<file path="config.mk">
export PLATFORM = sky130hd
export DESIGN_NAME = ar_rx_decoder
export DESIGN_NICKNAME = d
export VERILOG_FILES = /design/src/rtl/ar_rx_decoder.sv
export SDC_FILE = /design/constraint.sdc
export NUM_CORES = 1
export LEC_CHECK = 0
export BUFFER_PORTS_ARGS = -buffer_cell sky130_fd_sc_hd__buf_2
export CAP_MARGIN = 0
export CORE_UTILIZATION = 48
export DETAILED_ROUTE_END_ITERATION = 12
export GPL_ROUTABILITY_DRIVEN = 0
export PLACE_DENSITY_LB_ADDON = 0.3
export SLEW_MARGIN = 20
export SYNTH_ARGS = -nofsm -noshare
export SYNTH_HDL_FRONTEND = slang
export SYNTH_SLANG_ARGS = --single-unit
</file>
<file path="constraint.sdc">
create_clock -name clk -period 5.5 [get_ports clk]
set_input_delay 1.65 -clock clk [delete_from_list [all_inputs] [get_ports clk]]
set_output_delay 1.65 -clock clk [all_outputs]
set_load 0.005 [all_outputs]
</file>
<file path="src/rtl/ar_rx_decoder.sv">
// ar_rx_decoder: bipolar RZ two-wire receiver recovering 32-bit address/data/parity words.
module ar_rx_decoder #(
  parameter int CLK_HZ = 50_000_000,
  parameter int R_VEL0 = 12_500,
  parameter int R_VEL1 = 50_000,
  parameter int R_VEL2 = 100_000,
  parameter int R_VEL3 = 1_000_000
) (
  input  logic        clk,
  input  logic        rst,
  input  logic [1:0]  Nvel,
  input  logic        Inp0,
  input  logic        Inp1,
  output logic [7:0]  ADR,
  output logic [22:0] DAT,
  output logic        ok_par,
  output logic        ce_wr,
  output logic        err_frm,
  output logic        busy
);
  localparam logic [15:0] BT0 = 16'(CLK_HZ / R_VEL0);
  localparam logic [15:0] BT1 = 16'(CLK_HZ / R_VEL1);
  localparam logic [15:0] BT2 = 16'(CLK_HZ / R_VEL2);
  localparam logic [15:0] BT3 = 16'(CLK_HZ / R_VEL3);

  typedef enum logic [2:0] {IDLE, PULSE, NUL, DONE, ERR} state_t;
  state_t st_q, st_d;

  logic [1:0]  s0_q, s1_q;
  logic        lp_q, ln_q;
  logic [15:0] bt_q, h_q, t_q;
  logic [4:0]  bc_q;
  logic [31:0] sh_q;
  logic [7:0]  adr_q;
  logic [22:0] dat_q;
  logic        par_q;

  logic        a0, a1, line, rise, both, acc, take;
  logic [15:0] bt_sel, q4, tmo;
  logic [31:0] sh_n;
  logic [22:0] dat_n;

  assign a0     = s0_q[1];
  assign a1     = s1_q[1];
  assign line   = a0 | a1;
  assign rise   = line & ~lp_q;
  assign both   = a0 & a1;
  assign bt_sel = Nvel == 2'd0 ? BT0 : Nvel == 2'd1 ? BT1 : Nvel == 2'd2 ? BT2 : BT3;
  assign q4     = bt_q >> 2;
  assign tmo    = bt_q + (bt_q >> 1);
  assign acc    = h_q >= q4;
  assign take   = st_q == PULSE && !line && acc;
  assign sh_n   = {sh_q[30:0], ln_q};

  // first DAT bit on the wire sits just below the address byte
  for (genvar i = 0; i < 23; i++) begin : g_rev
    assign dat_n[i] = sh_n[23-i];
  end

  always_ff @(posedge clk or posedge rst) begin
    if (rst) st_q <= IDLE;
    else     st_q <= st_d;
  end

  always_comb begin
    st_d = st_q;
    case (st_q)
      IDLE:    st_d = rise ? PULSE : IDLE;
      PULSE:   st_d = both ? ERR
                    : line ? ((bc_q != 5'd0 && h_q >= tmo) ? ERR : PULSE)
                    : !acc ? (bc_q == 5'd0 ? IDLE : NUL)
                    : bc_q == 5'd31 ? DONE : NUL;
      NUL:     st_d = both ? ERR : t_q >= tmo ? ERR : rise ? PULSE : NUL;
      default: st_d = IDLE;
    endcase
  end

  always_comb begin
    ce_wr   = st_q == DONE;
    err_frm = st_q == ERR;
    busy    = st_q == PULSE || st_q == NUL;
    ADR     = adr_q;
    DAT     = dat_q;
    ok_par  = par_q;
  end

  // t_q counts cycles since the last accepted bit's synchronised rising edge
  always_ff @(posedge clk or posedge rst) begin
    if (rst) begin
      s0_q  <= '0;
      s1_q  <= '0;
      lp_q  <= 1'b0;
      ln_q  <= 1'b0;
      bt_q  <= '0;
      h_q   <= '0;
      t_q   <= '0;
      bc_q  <= '0;
      sh_q  <= '0;
      adr_q <= '0;
      dat_q <= '0;
      par_q <= 1'b0;
    end else begin
      s0_q <= {s0_q[0], Inp0};
      s1_q <= {s1_q[0], Inp1};
      lp_q <= line;
      if (st_q == IDLE && rise) begin
        bt_q <= bt_sel;
        bc_q <= '0;
      end
      if (rise && (st_q == IDLE || st_q == NUL)) begin
        h_q  <= 16'd1;
        ln_q <= a1;
      end else if (st_q == PULSE && h_q != 16'hFFFF) h_q <= h_q + 16'd1;
      if (take) t_q <= h_q + 16'd2;
      else if (st_q != IDLE && t_q != 16'hFFFF) t_q <= t_q + 16'd1;
      if (take) begin
        sh_q <= sh_n;
        bc_q <= bc_q + 5'd1;
      end
      if (st_d == DONE) begin
        adr_q <= sh_n[31:24];
        dat_q <= dat_n;
        par_q <= ^sh_n;
      end
    end
  end
endmodule
</file>
**After elaboration in Yosys (flattened, before gate mapping)**

Index checks and enable logic that the tools add are counted.

- Add/subtract/negate cells: 5
- Order comparisons: 3
- Eq/ne operators: 10
- Mux-type cells: 20
- Bitwise gates (word level): 4
- Reduce and logical (&&, ||, !) cells: 19

Operators with widths:

| kind | number |
|---|---|
| two-way mux 16 bit | 4 |
| adder 16 x 1 -> 16 bit (second input constant) | 2 |
| >= comparator 16 bit | 2 |
| inequality test 16 bit (second input constant) | 2 |
| parity 32 bit | 1 |
| adder 16 x 15 -> 16 bit | 1 |
| adder 16 x 2 -> 16 bit (second input constant) | 1 |
| >= comparator 16 x 14 -> 1 bit | 1 |
| two-way mux 3 bit | 5 |
| two-way mux 12 bit | 1 |
| two-way mux 10 bit | 1 |
| two-way mux 5 bit | 2 |
| equality test 3 x 2 -> 1 bit (second input constant) | 3 |
| two-way mux 9 bit | 1 |
| case mux 3 bit (3 select lines) | 1 |
| logical AND 1 bit | 7 |
| two-way mux 2 bit | 3 |
| nonzero test 2 bit | 3 |
| adder 5 x 1 -> 5 bit (second input constant) | 1 |
| equality test 5 bit (second input constant) | 1 |
| zero test 5 bit | 1 |
| nonzero test 5 bit | 1 |
| equality test 3 x 1 -> 1 bit (second input constant) | 1 |
| equality test 3 bit (second input constant) | 1 |
| 11 further kinds | 14 |

- Bits in registers: 125
- Input bits: 6
- Output and inout port bits: 35
- Word-level logic and storage cells: 74

**Longest topological paths before layout**

Gate-level depths: netlist (run 1).

- Word-level depth: 8
- Mapped depth: 14
- Depth with buffers taken out: 14

**Worst setup path after synthesis (run 1)**

No wires, ideal clock.

- Path kind: reg2reg
- From: register bt_q[2]
- To: register st_q[2]
- Arrival time: 3.023 ns
- Data required time: 5.382 ns
- Path slack: 2.359 ns
- Stages on the path, launching flop included: 13
- Period minus slack after synthesis: 3.141 ns
- Cell sequence: dfrtp_1 -> ha_1 -> fa_1 -> a21o_1 -> a21oi_1 -> xnor2_1 -> ha_1 -> o21ai_0 -> o21bai_1 -> maj3_2 -> o311a_1 -> maj3_2 -> a21o_1

- Word-level cells in the longest chain between the ends: 7
- Elaborated cells on any way between the ends: 10

Ends and longest elaborated chain:

| what | line | source |
|---|---|---|
| start: declaration | 31 | `logic [15:0] bt_q, h_q, t_q;` |
| start signal: assignment | 107 | `bt_q <= bt_sel;` |
| adder 16 x 15 -> 16 bit (*) | 50 | `assign tmo = bt_q + (bt_q >> 1);` |
| >= comparator 16 bit | 70 | `: line ? ((bc_q != 5'd0 && h_q >= tmo) ? ERR : PULSE)` |
| logical AND 1 bit | 70 |  |
| two-way mux 3 bit (2 in series) | 70 |  |
| two-way mux 3 bit | 69 | `PULSE: st_d = both ? ERR` |
| case mux 3 bit (3 select lines) (*) | 67 | `case (st_q)` |
| named net st_d[2] | 27 | `state_t st_q, st_d;` |
| end signal: assignment | 62 | `else st_q <= st_d;` |
| end: declaration | 27 |  |

Mark *: on every way through the listed nets, which the timed path passes. The rest lies on a longest branch.
A chain may end at the register's enable or synchronous reset.

**Worst setup path in the final report (run 1)**

Same ends and word-level chain as after synthesis.

==> run summary, run 1 <==
Initial Utilization: 49.4%
Post-cts resize count: 0
Reg2reg path depth: 12
Final worst slack: 2090 ps
Critical path startpoint: bt_q[2]
Buffers inserted by post-CTS timing repair: 0
Gr usage total: 21.1%
Root buf cell: clkbuf_16
WP data arrival: 3710 ps
PwrDens: 358 mW/mm2
Antenna violations before repair: 0
Clock Skew: 8.29 ps
Synth top area share: 45.1%
Worst-case clock buffer depth: 2
Worst EP required: 5800 ps
Top post-synthesis cells by area: dfrtp_1 45%, ha_1 9.4%, mux2_2 6.2%
Layout fillers: 1,112
First-pass GRT wire length: 23,100 um
Setup CP Type: register to register
Post-Place Setup Slack: 2140 ps
Critical path peak fanout: 5
Final min period: 3410 ps
Mapped cell area: 0.00654 mm2
CP endpoint: st_q[2]
HP Class: register to register
Sum Neg Setup Slack: 0 ps
Post-DP HPWL: 9240 um
Final Max Tran Viols: 0
Share of layout cells above drive strength 1: 18.9%
Number of flops mapped to enable cells by yosys: 0
CTS tree: built
Post-synthesis sequential area ratio: 45.1%
CTS Sinks: 118
Number of vias per cell: 5.48
Syn Area/Cell: 10.9 um2
Unique cell type count in the Yosys netlist: 52
Die Footprint: 0.0141 mm2
Yosys warning count: 0
DR iter-0 viols: 187
LEAKAGE: 3.89 nW
Diode count: 0
First-pass DRT Iterations: 4
Core Area: 0.0132 mm2
Synth-to-layout area growth: 15.1%
Commonest cells post-synth: 118 x dfrtp_1, 49 x ha_1, 45 x xnor2_1
Clk slew on worst S/H paths: 60 ps
Critical Path End Type: register
Final ANT Viol Nets: 0
Final WL: 13,600 um
Synthesized instance count: 598
Critical path startpoint category: register
Max_slew headroom: 46.6%
Fraction of registers with async set/reset: 100%
Most common cell in the netlist: dfrtp_1
H-tree levels: 4
# port buffers: 40
Num rows: 42
Die height: 119 um
Vias in the first global route: 4,729
CTS Hold Buffers Added: 0
Endpoints failing setup: 0
Yosys reg bits: 118
Synth Flop Type: dfrtp_1
Congestion Overflow GR: 0
Fmax: 293 MHz
Final #Nets: 699
Total DRC errors in the routed layout: 0
Vias: 4,557
Final Hold Viols: 0
Fin crit share: 62.0%
RR Endpoint: st_q[2]
Avg WL per Cell: 16.3 um
Top cell type by total area after synthesis: dfrtp_1
I/O pin count: 41
Worst vdd ir: 0.300 mV
CTS Buf Count: 17
Pin count of the biggest net entering global routing: 64
Clk_lat worst skew: 420 ps
Status: finished clean
Max-cap violation count: 0
Reg2reg setup slack: 2090 ps
Reg2reg start: bt_q[2]
Unrepaired setup endpoints after global routing: false
Worst slew pin tran: 802 ps
Syn_nets: 655
Die X: 119 um
[worst max-delay path, cell delays in order, from the launching register on]
cell and delay, ps:
dfrtp_1 450, ha_1 260, fa_1 410, a21o_1 170
a21oi_1 210, xnor2_1 200, ha_1 280, o21ai_0 80
o21bai_1 100, maj3_2 300, o311a_1 330, maj3_2 310
a21o_1 190
[per-layer routing]
layer	vias to the layer above	wire length (um)	GRT usage, %
li1	2180	-	-
met1	2242	5860	25.4
met2	110	6830	35.4
met3	25	662	6.13
met4	0	240	8.31
met5	-	0	0
[stage by stage]
step                      power, mW  cells  cell area, um2  hold WS, ps  utilization (%)
after CTS                      2.72    830            7510          353             56.7
after global placement         1.54    798            6900          338             52.1
after detailed placement       1.57    798            6900          341             52.1
after floorplan                1.43    598            6540          331                -
after global routing           2.85    831            7530          359             56.9
final                          2.70    831            7530          351             56.9
[sequential cells by signal, summed over array words and instances (netlist names), 2 cells and up]
name  count
DAT      23
bc_q      5
bt_q      9
s0_q      2
sh_q     31
ADR       8
t_q      16
st_q      3
s1_q      2
h_q      16
[layout make-up]
type                    count  area [um2]  area share (%)
clock inverters            12         150            1.99
repair buffers             47         273            3.62
inverters                  24        92.6            1.23
well taps                 176         220            2.92
multi-input cells         434        3390            45.0
clock buffers              20         457            6.06
flip-flops and latches    118        2950            39.2
[placed cells by master (no fill, tap or decap), drive strengths merged, types with 5 or more instances in the layout]
| cell type | netlist | final |
|---|---|---|
| a21o | 11 | 11 |
| a21oi | 20 | 20 |
| and3 | 9 | 9 |
| buf | 14 | 47 |
| clkbuf | 8 | 20 |
| dfrtp | 118 | 118 |
| ha | 49 | 49 |
| inv | 24 | 26 |
| mux2 | 64 | 64 |
| nand2 | 44 | 44 |
| nand3 | 15 | 15 |
| nand4 | 11 | 11 |
| nor2 | 44 | 44 |
| nor3 | 12 | 12 |
| nor3b | 5 | 5 |
| o21ai | 23 | 23 |
| xnor2 | 45 | 45 |
| xor2 | 31 | 31 |
[worst min path at each step]
stage | slack (ps) | end | start | cells after the start
floorplan | 330 | s0_q[1] | s0_q[0] | 0
global placement | 340 | s0_q[1] | s0_q[0] | 0
detailed placement | 340 | s0_q[1] | s0_q[0] | 0
CTS | 350 | s0_q[1] | s0_q[0] | 0
global route | 360 | s0_q[1] | s0_q[0] | 0
finish | 350 | s0_q[1] | s0_q[0] | 0
[power by group]
group	total, mW	internal (mW)	switching (mW)
registers	1.02	0.926	0.0918
logic	0.550	0.244	0.306
clock network	1.13	0.734	0.399
[kinds of logic after synthesis]
kind of cell / count (synthesis) / synth area share, %
muxes: 66 / 11.3
AOI/OAI and AO/OA: 78 / 8.03
buffers and inverters: 46 / 3.17
adders and majority gates: 54 / 10.5
DFF: 118 / 45.1
and+or+nand+nor: 160 / 11.7
xor gates and xnor gates: 76 / 10.2
Power figures use the tool's default switching activity.
==> run 2: changes to the inputs <==
--- a/config.mk
+++ b/config.mk
@@ -5,6 +5,7 @@
 export SDC_FILE = /design/constraint.sdc
 export NUM_CORES = 1
 export LEC_CHECK = 0
+export ABC_AREA = 1
 export BUFFER_PORTS_ARGS = -buffer_cell sky130_fd_sc_hd__buf_2
 export CAP_MARGIN = 0
 export CORE_UTILIZATION = 48
==> constraint.sdc (replaced) <==
create_clock -name clk -period 3.2 [get_ports clk]
set_input_delay 0.96 -clock clk [delete_from_list [all_inputs] [get_ports clk]]
set_output_delay 0.96 -clock clk [all_outputs]
set_load 0.005 [all_outputs]
==> run 2 against run 1 <==
- critical path depth up 7
- register-to-register slack worse by 1900 ps
- via count up 21%
- die area up 3.9%
- synthesized area up 4.0%
- power up 110%
- design area up 5.5%
- first-iteration DRC count up 78%
- fmax up 14%
- global-route usage up 1.3 points
- critical endpoint is now DAT[19]
==> run summary, run 2 <==
Clk slew on worst S/H paths: 60 ps (about the same)
Endpoints failing setup: 0 (unchanged)
Top cell type by total area after synthesis: dfrtp_1 (unchanged)
CTS Buf Count: 17 (unchanged)
Buf+Inv Stages, Crit Path: 1 (was 0)
Worst stage delay on the critical path: 410 ps (was 450 ps)
Fmax: 334 MHz (was 293 MHz)
Unrepaired setup endpoints after global routing: false (unchanged)
CTS Sinks: 118 (unchanged)
Die X: 121 um (was 119 um)
Worst vdd ir: 0.443 mV (was 0.300 mV)
PwrDens: 715 mW/mm2 (was 358 mW/mm2)
Layout fillers: 1,287 (was 1,112)
Critical path peak fanout: 17 (was 5)
Vias: 5,531 (was 4,557)
RR Endpoint: DAT[19] (was st_q[2])
Critical-path cell list: ha_2, fa_2, nand3_1, nand2_1, xnor2_2, ha_1, a21o_1, nor2_1, nand2_1, nand2_1, nand2_1, nand2_1, nand2_1, nand2_1, nand3_2, nand2_4, buf_12, nand3_1, nand2_1 (was ha_1, fa_1, a21o_1, a21oi_1, xnor2_1, ha_1, o21ai_0, o21bai_1, maj3_2, o311a_1, maj3_2, a21o_1)
Syn Area/Cell: 8.27 um2 (was 10.9 um2)
Final Max Tran Viols: 0 (unchanged)
Commonest cells post-synth: 220 x nand2_1, 118 x dfrtp_1, 88 x inv_1 (was 118 x dfrtp_1, 49 x ha_1, 45 x xnor2_1)
Design area: 0.00795 mm2 (was 0.00753 mm2)
Worst slew pin tran: 709 ps (was 802 ps)
Congestion Overflow GR: 0 (unchanged)
First-pass GRT wire length: 25,400 um (was 23,100 um)
Status: finished clean (unchanged)
CTS tree: built (unchanged)
Most frequent cells in the layout: 220 x nand2_1, 118 x dfrtp_1, 87 x inv_1 (was 118 x dfrtp_1, 49 x ha_1, 45 x xnor2_1)
Root buf cell: clkbuf_16 (unchanged)
Synthesized instance count: 823 (was 598)
Max-cap violation count: 0 (unchanged)
Post-synthesis sequential area ratio: 43.4% (was 45.1%)
Num rows: 43 (was 42)
Unique cell type count in the Yosys netlist: 45 (was 52)
Critical Path End Type: register (unchanged)
H-tree levels: 4 (unchanged)
Cell-internal power: 3.53 mW (was 1.90 mW)
Most common cell in the netlist: nand2_1 (was dfrtp_1)
DP Area: 0.00726 mm2 (was 0.00690 mm2)
Sum Neg Setup Slack: 0 ps (unchanged)
Clk_lat worst skew: 430 ps (was 420 ps)
Max reg flops: 31 (unchanged)
WP data arrival: 3360 ps (was 3710 ps)
Synth Flop Type: dfrtp_1 (unchanged)
LEAKAGE: 4.00 nW (was 3.89 nW)
Syn_nets: 880 (was 655)
Worst-case clock buffer depth: 2 (unchanged)
P_sw: 2.15 mW (was 0.796 mW)
Sw frac: 37.8% (was 29.5%)
Reg2reg start: bt_q[1] (was bt_q[2])
Total chip power: 5.68 mW (was 2.70 mW)
Initial Utilization: 49.0% (was 49.4%)
Reg2reg path depth: 19 (was 12)
Top post-synthesis cells by area: dfrtp_1 43%, nand2_1 12%, ha_1 9.0% (was dfrtp_1 45%, ha_1 9.4%, mux2_2 6.2%)
Antenna violations before repair: 0 (unchanged)
Worst path most repeated cell: nand2_1
Final Non-Filler Cells: 1,072 (was 831)
Placed Cells: 1,035 (was 798)
Core Area: 0.0139 mm2 (was 0.0132 mm2)
Diode count: 0 (unchanged)
Min-Delay Path Depth: 0 (unchanged)
Number of flops mapped to enable cells by yosys: 0 (unchanged)
WHS Endpoint: s1_q[1] (was s0_q[1])
Top reg by flops: sh_q (unchanged)
Hold Startpoint: s1_q[0] (was s0_q[0])
Setup CP Type: register to register (unchanged)
Yosys reg bits: 118 (unchanged)
Synth top area share: 43.4% (was 45.1%)
Die height: 121 um (was 119 um)
Number of vias per cell: 5.16 (was 5.48)
Synth-to-layout area growth: 16.8% (was 15.1%)
Reg2reg setup slack: 210 ps (was 2090 ps)
Max_slew headroom: 52.6% (was 46.6%)
I/O pin count: 41 (unchanged)
Multi-input gate area: 0.00343 mm2 (was 0.00339 mm2)
Final #Nets: 936 (was 699)
Share of layout cells above drive strength 1: 13.3% (was 18.9%)
Final WL: 15,400 um (was 13,600 um)
Worst EP required: 3560 ps (was 5800 ps)
Critical path startpoint category: register (unchanged)
Delay-heaviest family, CP: simple AND/OR/NAND/NOR gates (was adder cells)
Pin count of the biggest net entering global routing: 43 (was 64)
Commonest non-fill, non-tap cell in the layout: nand2_1 (was dfrtp_1)
# port buffers: 40 (unchanged)
Clock power frac: 32.2% (was 42.0%)
Post-DP HPWL: 10,600 um (was 9240 um)
Final worst slack: 207 ps (was 2090 ps)
HP Class: register to register (unchanged)
First-pass DRT Iterations: 5 (was 4)
Final Hold Viols: 0 (unchanged)
Final min period: 2990 ps (was 3410 ps)
Vias in the first global route: 5,249 (was 4,729)
Sequential power share: 32.4% (was 37.7%)
Final ANT Viol Nets: 0 (unchanged)
CTS Hold Buffers Added: 0 (unchanged)
Die Footprint: 0.0147 mm2 (was 0.0141 mm2)
Mapped cell area: 0.00681 mm2 (was 0.00654 mm2)
Total DRC errors in the routed layout: 0 (unchanged)
Combinational share of power: 35.3% (was 20.4%)
Post-Place Setup Slack: 94.3 ps (was 2140 ps)
Register area: 0.00295 mm2 (unchanged)
Critical path's slowest cell: dfrtp_1 (unchanged)
Fin crit share: 93.5% (was 62.0%)
Fraction of registers with async set/reset: 100% (unchanged)
Gr usage total: 22.4% (was 21.1%)
Avg WL per Cell: 14.3 um (was 16.3 um)
Clock Skew: 13.7 ps (was 8.29 ps)
DR iter-0 viols: 333 (was 187)
Yosys warning count: 0 (unchanged)
run 2: cell count changes in the layout (fill, tap and decap cells not counted), moves of 9 or more:
| cell | change |
|---|---|
| and3_1 | -9 |
| nand3_1 | +48 |
| mux2_2 | -36 |
| mux2_1 | -28 |
| nand2_1 | +176 |
| xnor2_1 | -16 |
| nor2_1 | +9 |
| inv_1 | +64 |
| o211ai_1 | +9 |
| o21ai_0 | +36 |
run 2: layout make-up:
cell class              instances  area share, %
clock inverters                15           1.83
repair buffers                 56           5.20
multi-input cells             594           43.2
clock buffers                  17           5.35
well taps                     180           2.83
flip-flops and latches        118           37.2
inverters                      92           4.47
run 2: kinds of logic (layout without fill, tap and decap cells):
kind of cell	count (synthesis)	count (layout)	synth area share (%)
xor gates and xnor gates	55	55	7.08
DFF	118	118	43.4
AOI/OAI and AO/OA	114	114	9.62
and+or+nand+nor	373	374	23.3
adders and majority gates	51	51	9.60
buffers and inverters	112	180	7.02
run 2: worst reg2reg max path, stage by stage, from the launching register on:
cell and delay (ps):
dfrtp_1 410, ha_2 220, fa_2 360, nand3_1 80, nand2_1 100, xnor2_2 160, ha_1 300, a21o_1 180
nor2_1 90, nand2_1 50, nand2_1 60, nand2_1 60, nand2_1 60, nand2_1 60, nand2_1 100, nand3_2 90
nand2_4 180, buf_12 170, nand3_1 110, nand2_1 90
run 2: stage by stage:
stage	hold WS, ps	util [%]
after global routing	359	57.3
after floorplan	331	-
final	347	57.3
after CTS	348	56.4
after global placement	335	52.3
after detailed placement	336	52.3
run 2: power by group through the flow:
stage | Sequential [mW] | Combinational (mW) | Clock (mW)
global route | 1.87 | 2.28 | 1.94
global placement | 1.86 | 1.85 | 0
detailed placement | 1.86 | 1.90 | 0
CTS | 1.84 | 1.91 | 1.86
floorplan | 1.81 | 1.47 | 0
finish | 1.84 | 2.01 | 1.83
run 2: worst max-delay path by stage:
stage / start / depth (start not counted) / endpoint / slack [ps]
6_report: bt_q[1] / 19 / DAT[19] / 210
5_1_grt: bt_q[1] / 19 / DAT[19] / 30
4_1_cts: bt_q[1] / 19 / DAT[4] / 70
3_5_place_dp: bt_q[1] / 19 / ADR[5] / 90
3_3_place_gp: bt_q[1] / 19 / ADR[0] / 170
2_1_floorplan: bt_q[2] / 20 / ADR[6] / 390
run 2: per-layer routing:
metal	global-route usage, %	up-vias	routed length (um)
met5	0	-	0
met4	8.33	0	307
met3	5.50	27	619
met2	35.2	103	7250
met1	29.9	2611	7180
li1	-	2790	-
run 2: timing repair:
action                                  CTS  global route
endpoints found under the setup margin    0            32
setup buffers                             0             3
resized for setup                         0             9
==> run 3: changes to the inputs <==
==> constraint.sdc (replaced) <==
create_clock -name clk -period 3 [get_ports clk]
set_input_delay 0.9 -clock clk [delete_from_list [all_inputs] [get_ports clk]]
set_output_delay 0.9 -clock clk [all_outputs]
set_load 0.005 [all_outputs]
==> run 3 against run 2 <==
- fmax up 0.46%
- highest routed layer unchanged
- cell count up 1.6%
- setup slack worse by 190 ps
- wire length up 12%
- largest power group unchanged
- design area up 6.2%
- sequential share of layout area down 2.2 points
- global-route usage up 1.1 points
- power up 16%
- critical path type unchanged
- largest cell class unchanged
- clock power up 16%
- die area unchanged
==> run summary, run 3 (synthesis gave the netlist of run 2 again) <==
Status: finished clean (unchanged)
# port buffers: 40 (unchanged)
Max reg flops: 31 (unchanged)
H-tree levels: 4 (unchanged)
Fin crit share: 99.3% (was 93.5%)
Max layer used: met4 (unchanged)
Worst-case clock buffer depth: 2 (unchanged)
CTS Buf Count: 17 (unchanged)
Vias in the first global route: 5,344 (was 5,249)
HP Class: register to register (unchanged)
Die Footprint: 0.0147 mm2 (unchanged)
Critical path's slowest cell: dfrtp_1 (unchanged)
WP data arrival: 3360 ps (about the same)
Endpoints failing setup: 0 (unchanged)
First-pass GRT wire length: 26,200 um (was 25,400 um)
Critical Path End Type: register (unchanged)
Unrepaired setup endpoints after global routing: true (was false)
Initial Utilization: 49.0% (unchanged)
Synth-to-layout area growth: 24.0% (was 16.8%)
Final worst slack: 20.4 ps (was 207 ps)
Final ANT Viol Nets: 0 (unchanged)
WHS Endpoint: s1_q[1] (unchanged)
RR Endpoint: DAT[18] (was DAT[19])
Pin count of the biggest net entering global routing: 74 (was 43)
Clock Skew: 10.3 ps (was 13.7 ps)
Clk_lat worst skew: 440 ps (was 430 ps)
Critical path startpoint category: register (unchanged)
Die height: 121 um (unchanged)
Fmax: 336 MHz (was 334 MHz)
I/O pin count: 41 (unchanged)
Final Hold Viols: 0 (unchanged)
CTS Sinks: 118 (unchanged)
First-pass DRT Iterations: 4 (was 5)
Reg2reg path depth: 23 (was 19)
Worst slew pin tran: 627 ps (was 709 ps)
Reg2reg setup slack: 20 ps (was 210 ps)
Avg WL per Cell: 15.8 um (was 14.3 um)
Hold Startpoint: s1_q[0] (unchanged)
Worst path most repeated cell: nand2_1 (unchanged)
Top reg by flops: sh_q (unchanged)
Vias: 5,741 (was 5,531)
CTS Hold Buffers Added: 0 (unchanged)
Buf+Inv Stages, Crit Path: 4 (was 1)
Final Non-Filler Cells: 1,089 (was 1,072)
Total chip power: 6.59 mW (was 5.68 mW)
Sum Neg Setup Slack: 0 ps (unchanged)
Final min period: 2980 ps (was 2990 ps)
Total DRC errors in the routed layout: 0 (unchanged)
Final #Nets: 953 (was 936)
Gr usage total: 23.5% (was 22.4%)
Share of layout cells above drive strength 1: 20.0% (was 13.3%)
Final Max Tran Viols: 0 (unchanged)
Min-Delay Path Depth: 0 (unchanged)
Reg2reg start: bt_q[2] (was bt_q[1])
CTS tree: built (unchanged)
Critical path peak fanout: 8 (was 17)
LEAKAGE: 4.13 nW (was 4.00 nW)
Number of vias per cell: 5.27 (was 5.16)
Max_slew headroom: 58.0% (was 52.6%)
Worst stage delay on the critical path: 420 ps (was 410 ps)
Post-Place Setup Slack: -110 ps (was 94.3 ps)
Clk slew on worst S/H paths: 60 ps (about the same)
Die X: 121 um (unchanged)
Final WL: 17,200 um (was 15,400 um)
Layout fillers: 1,160 (was 1,287)
Worst EP required: 3380 ps (was 3560 ps)
Placed Cells: 1,039 (was 1,035)
Max-cap violation count: 0 (unchanged)
Delay-heaviest family, CP: simple AND/OR/NAND/NOR gates (unchanged)
PwrDens: 781 mW/mm2 (was 715 mW/mm2)
Root buf cell: clkbuf_16 (unchanged)
Met3 Wirelength: 860 um (was 619 um)
Antenna violations before repair: 0 (unchanged)
Metal-1 WL: 7780 um (was 7180 um)
DP Area: 0.00727 mm2 (was 0.00726 mm2)
Commonest non-fill, non-tap cell in the layout: nand2_1 (unchanged)
Num rows: 43 (unchanged)
DR WL met2: 8300 um (was 7250 um)
Setup CP Type: register to register (unchanged)
Congestion Overflow GR: 0 (unchanged)
Core Area: 0.0139 mm2 (unchanged)
Design area: 0.00844 mm2 (was 0.00795 mm2)
DR iter-0 viols: 488 (was 333)
Worst vdd ir: 0.508 mV (was 0.443 mV)
Post-DP HPWL: 10,600 um (about the same)
Diode count: 0 (unchanged)
Most frequent cells in the layout: 196 x nand2_1, 117 x dfrtp_1, 87 x inv_1 (was 220 x nand2_1, 118 x dfrtp_1, 87 x inv_1)
Critical-path cell list: buf_6, fa_2, xnor2_2, ha_1, nand2_1, inv_1, nand2_1, nand2_1, nand2_1, nand2_1, nand2_1, nand3_1, nand2_1, nand2_1, nand2_1, nand2_2, nand2_2, nand2_2, nand2_4, buf_6, clkbuf_16, nand3_1, nand2_1 (was ha_2, fa_2, nand3_1, nand2_1, xnor2_2, ha_1, a21o_1, nor2_1, nand2_1, nand2_1, nand2_1, nand2_1, nand2_1, nand2_1, nand3_2, nand2_4, buf_12, nand3_1, nand2_1)
[run 3: changes by cell type in the layout (fill, tap and decap cells not counted), moves of 4 or more]
cell / delta
buf_4: +8
buf_6: +5
clkinvlp_4: -4
nand2_1: -24
nand2_2: +22
nand3_1: -17
nand3_2: +16
[run 3: metrics by stage]
stage                     hold slack, ps  util, %
final                                348     60.8
after CTS                            348     58.0
after global routing                 364     60.8
after floorplan                      331        -
after global placement               335     52.3
after detailed placement             336     52.3
[run 3: how the worst max path moves through the flow]
stage            start       to  cells after the start
3_3_place_gp   bt_q[1]   ADR[5]                     22
3_5_place_dp   bt_q[2]  DAT[20]                     22
4_1_cts        bt_q[2]  DAT[19]                     20
2_1_floorplan  bt_q[2]   ADR[6]                     20
6_report       bt_q[2]  DAT[18]                     23
5_1_grt        bt_q[2]   ADR[6]                     23
[run 3: worst register-to-register path, stage by stage (launching register included)]
cell	delay, ps
dfrtp_1	420
buf_6	140
fa_2	400
xnor2_2	160
ha_1	310
nand2_1	60
inv_1	30
nand2_1	60
nand2_1	50
nand2_1	50
nand2_1	50
nand2_1	50
nand3_1	60
nand2_1	60
nand2_1	60
nand2_1	70
nand2_2	90
nand2_2	90
nand2_2	70
nand2_4	160
buf_6	140
clkbuf_16	160
nand3_1	100
nand2_1	80
[run 3: final cells by class]
cell class                 instances  area [um2]  area share, %
sequential                       118        2950           35.0
clock inverter                    14         174           2.06
multi-input combinational        596        3700           43.8
tap                              180         225           2.67
inverter                          92         355           4.21
timing repair buffer              71         592           7.01
clock buffer                      18         439           5.20
[run 3: power breakdown]
group / internal, mW / switching (mW)
combinational: 1.05 / 1.45
sequential: 1.76 / 0.211
clock: 1.33 / 0.786
total: 4.15 / 2.45
[run 3: what timing repair did]
action | in CTS | in global routing
pin swaps | 4 | 26
gates resized for setup | 12 | 57
cloned | 2 | 6
buffers inserted | 7 | 3
setup endpoints to repair | 32 | 33
[run 3: routing by layer]
metal / global-route usage, % / up-vias
met2: 36.0 / 162
met3: 5.92 / 18
met1: 31.1 / 2727
met5: 0 / -
li1: - / 2834
met4: 11.1 / 0
